--- src/rtl/dcache_controller_pkg.sv ---
// Shared pipeline definitions for the data cache: FSM encoding and default geometry.
package dcache_controller_pkg;

  localparam int DEF_NUM_LINES      = 4;
  localparam int DEF_WORDS_PER_LINE = 4;

  typedef enum logic [1:0] {
    ST_IDLE      = 2'd0,
    ST_WRITEBACK = 2'd1,
    ST_REFILL    = 2'd2
  } dc_state_e;

endpackage

--- src/rtl/dcache_array.sv ---
// Direct-mapped tag/valid/dirty/data storage with one word write port and one
// full-line write port; reads are combinational so hit detection is same-cycle.
module dcache_array
  import dcache_controller_pkg::*;
#(
  parameter int NUM_LINES      = DEF_NUM_LINES,
  parameter int WORDS_PER_LINE = DEF_WORDS_PER_LINE,
  localparam int OFF_W  = $clog2(WORDS_PER_LINE),
  localparam int IDX_W  = $clog2(NUM_LINES),
  localparam int TAG_W  = 30 - OFF_W - IDX_W,
  localparam int LINE_W = 32 * WORDS_PER_LINE
) (
  input  logic              clk,
  input  logic              rst,
  input  logic [IDX_W-1:0]  rd_index_i,
  output logic              rd_valid_o,
  output logic              rd_dirty_o,
  output logic [TAG_W-1:0]  rd_tag_o,
  output logic [LINE_W-1:0] rd_line_o,
  input  logic              ww_en_i,
  input  logic [IDX_W-1:0]  ww_index_i,
  input  logic [OFF_W-1:0]  ww_off_i,
  input  logic [31:0]       ww_data_i,
  input  logic              lw_en_i,
  input  logic [IDX_W-1:0]  lw_index_i,
  input  logic [TAG_W-1:0]  lw_tag_i,
  input  logic [LINE_W-1:0] lw_data_i
);

  logic [NUM_LINES-1:0] valid_q;
  logic [NUM_LINES-1:0] dirty_q;
  logic [TAG_W-1:0]     tag_q  [NUM_LINES];
  logic [LINE_W-1:0]    data_q [NUM_LINES];

  genvar gi;
  generate
    for (gi = 0; gi < NUM_LINES; gi++) begin : g_line
      logic lw_sel;
      logic ww_sel;
      assign lw_sel = lw_en_i && (lw_index_i == IDX_W'(gi));
      assign ww_sel = ww_en_i && (ww_index_i == IDX_W'(gi));

      always_ff @(posedge clk or negedge rst) begin
        if (!rst) begin
          valid_q[gi] <= 1'b0;
          dirty_q[gi] <= 1'b0;
        end else if (lw_sel) begin
          valid_q[gi] <= 1'b1;
          dirty_q[gi] <= 1'b0;
        end else if (ww_sel) begin
          dirty_q[gi] <= 1'b1;
        end
      end

      // Tag and data contents are meaningless until valid is set, so no reset.
      always_ff @(posedge clk) begin
        if (lw_sel) begin
          tag_q[gi]  <= lw_tag_i;
          data_q[gi] <= lw_data_i;
        end else if (ww_sel) begin
          data_q[gi][{ww_off_i, 5'd0} +: 32] <= ww_data_i;
        end
      end
    end
  endgenerate

  assign rd_valid_o = valid_q[rd_index_i];
  assign rd_dirty_o = dirty_q[rd_index_i];
  assign rd_tag_o   = tag_q[rd_index_i];
  assign rd_line_o  = data_q[rd_index_i];

endmodule

--- src/rtl/dcache_controller.sv ---
// Write-back, write-allocate direct-mapped data cache controller. Misses stall the
// pipeline while a dirty victim is written back and the requested line is refilled.
module dcache_controller
  import dcache_controller_pkg::*;
#(
  parameter int NUM_LINES      = DEF_NUM_LINES,
  parameter int WORDS_PER_LINE = DEF_WORDS_PER_LINE
) (
  input  logic                        clk,
  input  logic                        rst,
  input  logic                        MemReadM,
  input  logic                        MemWriteM,
  input  logic [31:0]                 AddrM,
  input  logic [31:0]                 WriteDataM,
  output logic [31:0]                 ReadDataM,
  output logic                        CacheStall,
  output logic                        mem_req,
  output logic                        mem_we,
  output logic [31:0]                 mem_addr,
  output logic [32*WORDS_PER_LINE-1:0] mem_wdata,
  input  logic [32*WORDS_PER_LINE-1:0] mem_rdata,
  input  logic                        mem_ready
);

  localparam int OFF_W  = $clog2(WORDS_PER_LINE);
  localparam int IDX_W  = $clog2(NUM_LINES);
  localparam int TAG_W  = 30 - OFF_W - IDX_W;
  localparam int LINE_W = 32 * WORDS_PER_LINE;

  dc_state_e state_q, state_d;

  logic [OFF_W-1:0]  offset;
  logic [IDX_W-1:0]  index;
  logic [TAG_W-1:0]  tag;
  logic              access;
  logic              hit;
  logic              unused_addr_lsb;

  logic              rd_valid;
  logic              rd_dirty;
  logic [TAG_W-1:0]  rd_tag;
  logic [LINE_W-1:0] rd_line;
  logic [31:0]       rd_word;
  logic              ww_en;
  logic              lw_en;

  assign offset          = AddrM[OFF_W+1:2];
  assign index           = AddrM[OFF_W+2 +: IDX_W];
  assign tag             = AddrM[31 -: TAG_W];
  assign unused_addr_lsb = ^AddrM[1:0];

  assign access  = MemReadM | MemWriteM;
  assign hit     = rd_valid && (rd_tag == tag);
  assign rd_word = rd_line[{offset, 5'd0} +: 32];

  dcache_array #(
    .NUM_LINES      (NUM_LINES),
    .WORDS_PER_LINE (WORDS_PER_LINE)
  ) u_array (
    .clk        (clk),
    .rst        (rst),
    .rd_index_i (index),
    .rd_valid_o (rd_valid),
    .rd_dirty_o (rd_dirty),
    .rd_tag_o   (rd_tag),
    .rd_line_o  (rd_line),
    .ww_en_i    (ww_en),
    .ww_index_i (index),
    .ww_off_i   (offset),
    .ww_data_i  (WriteDataM),
    .lw_en_i    (lw_en),
    .lw_index_i (index),
    .lw_tag_i   (tag),
    .lw_data_i  (mem_rdata)
  );

  always_ff @(posedge clk or negedge rst) begin
    if (!rst) state_q <= ST_IDLE;
    else      state_q <= state_d;
  end

  always_comb begin
    state_d = state_q;
    unique case (state_q)
      ST_IDLE: begin
        if (access && !hit) state_d = (rd_valid && rd_dirty) ? ST_WRITEBACK : ST_REFILL;
      end
      ST_WRITEBACK: if (mem_ready) state_d = ST_REFILL;
      ST_REFILL:    if (mem_ready) state_d = ST_IDLE;
      default:      state_d = ST_IDLE;
    endcase
  end

  // AddrM is held by the stalled pipeline, so the refill address stays stable.
  always_comb begin
    CacheStall = 1'b0;
    mem_req    = 1'b0;
    mem_we     = 1'b0;
    mem_addr   = '0;
    mem_wdata  = '0;
    ReadDataM  = '0;
    ww_en      = 1'b0;
    lw_en      = 1'b0;
    unique case (state_q)
      ST_IDLE: begin
        CacheStall = access && !hit;
        ww_en      = MemWriteM && hit;
        if (MemReadM && !MemWriteM && hit) ReadDataM = rd_word;
      end
      ST_WRITEBACK: begin
        CacheStall = 1'b1;
        mem_req    = 1'b1;
        mem_we     = 1'b1;
        mem_addr   = {rd_tag, index, {(OFF_W+2){1'b0}}};
        mem_wdata  = rd_line;
      end
      ST_REFILL: begin
        CacheStall = 1'b1;
        mem_req    = 1'b1;
        mem_addr   = {tag, index, {(OFF_W+2){1'b0}}};
        lw_en      = mem_ready;
      end
      default: ;
    endcase
  end

endmodule

--- config.mk ---
export PLATFORM = sky130hd
export DESIGN_NAME = dcache_controller
export DESIGN_NICKNAME = d
export VERILOG_FILES = /design/src/rtl/dcache_controller_pkg.sv /design/src/rtl/dcache_array.sv /design/src/rtl/dcache_controller.sv
export SDC_FILE = /design/constraint.sdc
export NUM_CORES = 1
export LEC_CHECK = 0
export ABC_CLOCK_PERIOD_IN_PS = 4240
export BUFFER_PORTS_ARGS = -buffer_cell sky130_fd_sc_hd__clkbuf_2
export CORE_ASPECT_RATIO = 1.75
export CORE_MARGIN = 1
export CORE_UTILIZATION = 50
export DETAILED_ROUTE_END_ITERATION = 10
export PLACE_DENSITY = 0.75
export SETUP_SLACK_MARGIN = 0.4
export SLEW_MARGIN = 25
export SYNTH_ARGS = -nofsm -noshare
export SYNTH_HDL_FRONTEND = slang
export SYNTH_HIERARCHICAL = 1
export SYNTH_SLANG_ARGS = --single-unit
--- constraint.sdc ---
create_clock -name clk -period 4.24 [get_ports clk]
set_input_delay 0 -clock clk [delete_from_list [all_inputs] [get_ports clk]]
set_output_delay 0 -clock clk [all_outputs]
set_load 0.1 [all_outputs]
==> impl_metrics.csv <==
group,metric,value,unit
floorplanning,die-width,195,um
critical_path,critPathMaxFanout,11,
power_and_ir_drop,p_leak,14.6,nW
global_routing,grt_max_degree,59,
logic_synthesis,syn_area,0.0327,mm^2
logic_synthesis,syn_avg_cell_area,16.8,um^2
timing,rsz0062_at_grt,"true",
critical_path,path_class,"reg2out",
run_status,outcome,"complete, no violations",
worst_hold_path,worstHoldPathType,"in2reg",
global_routing,antenna_found_initial,21,
route,viasPerCell,6.25,
global_routing,grt_pass1_wl,146000,um
timing,finalSetupTns,0,ns
timing,hold_viol,0,
cts,cts_tree,"done",
timing,skew,0.0217,ns
final_layout,area_delta_synth_final,25.0,%
critical_path,crit_top_cell,"or4_4",
critical_path,critical_path.endpoint_type,"output port",
place,io_buffers,385,
final_layout,num-nets-final,2745,
logic_synthesis,yosysTopAreaCellShare,0.566,
final_layout,drive_gt1_frac,0.516,
critical_path,r2r-start,"u_array/tag_q[2][16]",
logic_synthesis,synth-seq-cells,626,
global_routing,gr-total-overflow,0,
worst_hold_path,min_delay_path_depth,3,
critical_path,cp_slowest_stage_delay,0.63,ns
logic_synthesis,synth-edff-count,616,
critical_path,critPathBufInv,2,
logic_synthesis,async_reset_ff_frac,0.0160,
route,drt_pass1_iterations,5,
route,wl_per_cell,30.3,um
route,ant_nets,0,
place,placedCellCount,3098,
critical_path,critical-path-top-delay-family,"simple AND/OR/NAND/NOR gates",
critical_path,path_cells,"mux4_2 -> xnor2_2 -> nand4_1 -> or4_4 -> buf_12 -> or4_4 -> nor2b_1 -> buf_6",
cts,cts-root-buf,"clkbuf_16",
logic_synthesis,yosys.cell_count.top_type,"edfxtp_1",
cts,cts_max_level,2,
cts,cts_buffers,57,
logic_synthesis,yosysWarnings,6,
logic_synthesis,synth-seq-area-share,0.574,
critical_path,cp_slowest_cell,"or4_4",
critical_path,reg2reg_depth,12,
route,drt_iter0_markers,2007,
logic_synthesis,ys_top_cells_by_area,"edfxtp_1 (57%), mux2_2 (17%), mux4_2 (13%)",
power_and_ir_drop,power.density,382,mW/mm^2
floorplanning,start_util,0.507,
worst_hold_path,min-delay-start,"WriteDataM[5]",
route,vias,21300,
flow_run,drv_cap,0,
global_routing,grt_usage,0.303,
global_routing,grt_pass1_vias,22000,
floorplanning,core.rowCount,123,
critical_path,crit_start,"u_array/tag_q[2][16]",
cts,clkTransAtPathRegs,0.06,ns
timing,fin_ws,0.391,ns
timing,slew_headroom,0.346,
logic_synthesis,synth_cells,1942,
critical_path,required,4.24,ns
cts,cts.sinks,626,
logic_synthesis,yosysTopAreaCell,"edfxtp_1",
route,drc,0,
place,hpwl,68600,um
timing,period_share,0.908,
timing,fmax,0.260,GHz
critical_path,cp.depth,8,
logic_synthesis,synth-main-ff-cell,"edfxtp_1",
critical_path,cp-start-kind,"flip-flop",
floorplanning,core-area,0.0645,mm^2
timing,tightest_slew,0.981,ns
timing,finalMaxSlewViolations,0,
logic_synthesis,ys_types,49,
place,pre_cts_slack,0.0655,ns
logic_synthesis,yosys-top-cells-count,"edfxtp_1 (616), mux2_2 (479), and2_1 (258)",
timing,min_period,3.85,ns
route,totalWireLength,103000,um
place,place_congestion,0.848,
cts,clkLatencyLatePin,0.62,ns
timing,setup_viol_count_final,0,
floorplanning,die_h,340,um
floorplanning,pin_count,392,
power_and_ir_drop,peakVddDrop,390,uV
floorplanning,die_area,0.0664,mm^2
cts,cts_buffer_depth,3,
critical_path,worstPathArrival,3.85,ns
final_layout,layoutNonFillerInstCount,3410,
cells by family after synthesis:
logic type                 after synthesis  share of synthesized area
AOI/OAI and AO/OA                       37                    0.00811
xor gates and xnor gates                26                    0.00697
buffers and inverters                  145                     0.0238
muxes                                  701                      0.306
adders and majority gates                9                    0.00344
and+or+nand+nor                        397                     0.0779
other                                    1                   0.000115
DFF                                    626                      0.574
cell type report:
type | count | area (um^2)
Antenna cell | 10 | 25.0
Multi-Input combinational cell | 1175 | 13500
Timing Repair Buffer | 670 | 5550
Tap cell | 812 | 1020
Inverter | 9 | 33.8
Sequential cell | 626 | 18700
Clock buffer | 71 | 1560
Clock inverter | 37 | 447
Fill cell | 4524 | 23600
power by group:
group / internal, mW / switching, mW / leakage (nW)
registers: 7.20 / 0.0816 / 5.71
logic: 0.947 / 1.83 / 7.86
clock network: 3.22 / 2.34 / 0.979
per-stage QoR:
step	area, um^2	hold slack [ns]	util	power [mW]
after floorplan	32800	-0.296	-	9.14
after global placement	36200	-0.129	0.562	9.90
after detailed placement	36200	-0.118	0.562	9.98
after CTS	40200	0.000379	0.623	15.6
after global routing	40900	0.0382	0.634	16.0
final	40900	0.0193	0.634	15.6
worst paths after layout:
check,to,slack (ns)
max,ReadDataM[11],0.39
min,u_array/data_q[3][37],0.02
max reg2reg,u_array/data_q[3][62],0.42
min reg2reg,u_array/valid_q[0],0.48
max in group asynchronous,state_q[1],3.46
min in group asynchronous,u_array/valid_q[3],0.45
metal layers:
metal  track usage  part of all wire
met2         0.506              0.50
met4         0.148             0.052
met3        0.0627             0.094
met5             0            0.0011
met1         0.374              0.35
worst reg2reg max path, delay by kind of cell, from the launching register on:
| family | cells | cell delay [ns] |
|---|---|---|
| XOR/XNOR | 1 | 0.17 |
| AND/OR/NAND/NOR | 6 | 1.54 |
| flip-flops | 1 | 0.38 |
| buffers and inverters | 3 | 0.59 |
| multiplexers | 2 | 0.88 |
sequential cells by signal, summed over array words and instances, names as in the netlist:
register and cells:
u_array/tag_q 104, u_array/dirty_q 4, state_q 2, u_array/data_q 512, u_array/valid_q 4
placed cells by master (no fill, tap or decap), drive strengths merged, types with 3 or more instances in the layout:
cell type and count:
a22oi 28, nor2b 31, clkinvlp 3, or2 16, buf 143, nand2 12, ha 9, clkinv 22
inv 11, dfrtp 10, xor2 11, clkbuf 433, and3 5, and2 258, bufinv 10, or4 4
diode 10, and3b 3, nor2 34, edfxtp 616, xnor2 15, mux2 512, conb 4, nand4 4
o21ai 4, nand3 5, dlygate4sd3 165, mux4 188, nor3 9, nor4b 6
timing repair:
item	CTS	global route
endpoints found under the setup margin	889	830
buffers inserted	9	7
hold endpoints to repair	628	0
gates cloned	1	12
gates resized for setup	43	106
hold buffers	165	0
pin swaps	9	6
Power figures use the tool's default switching activity.
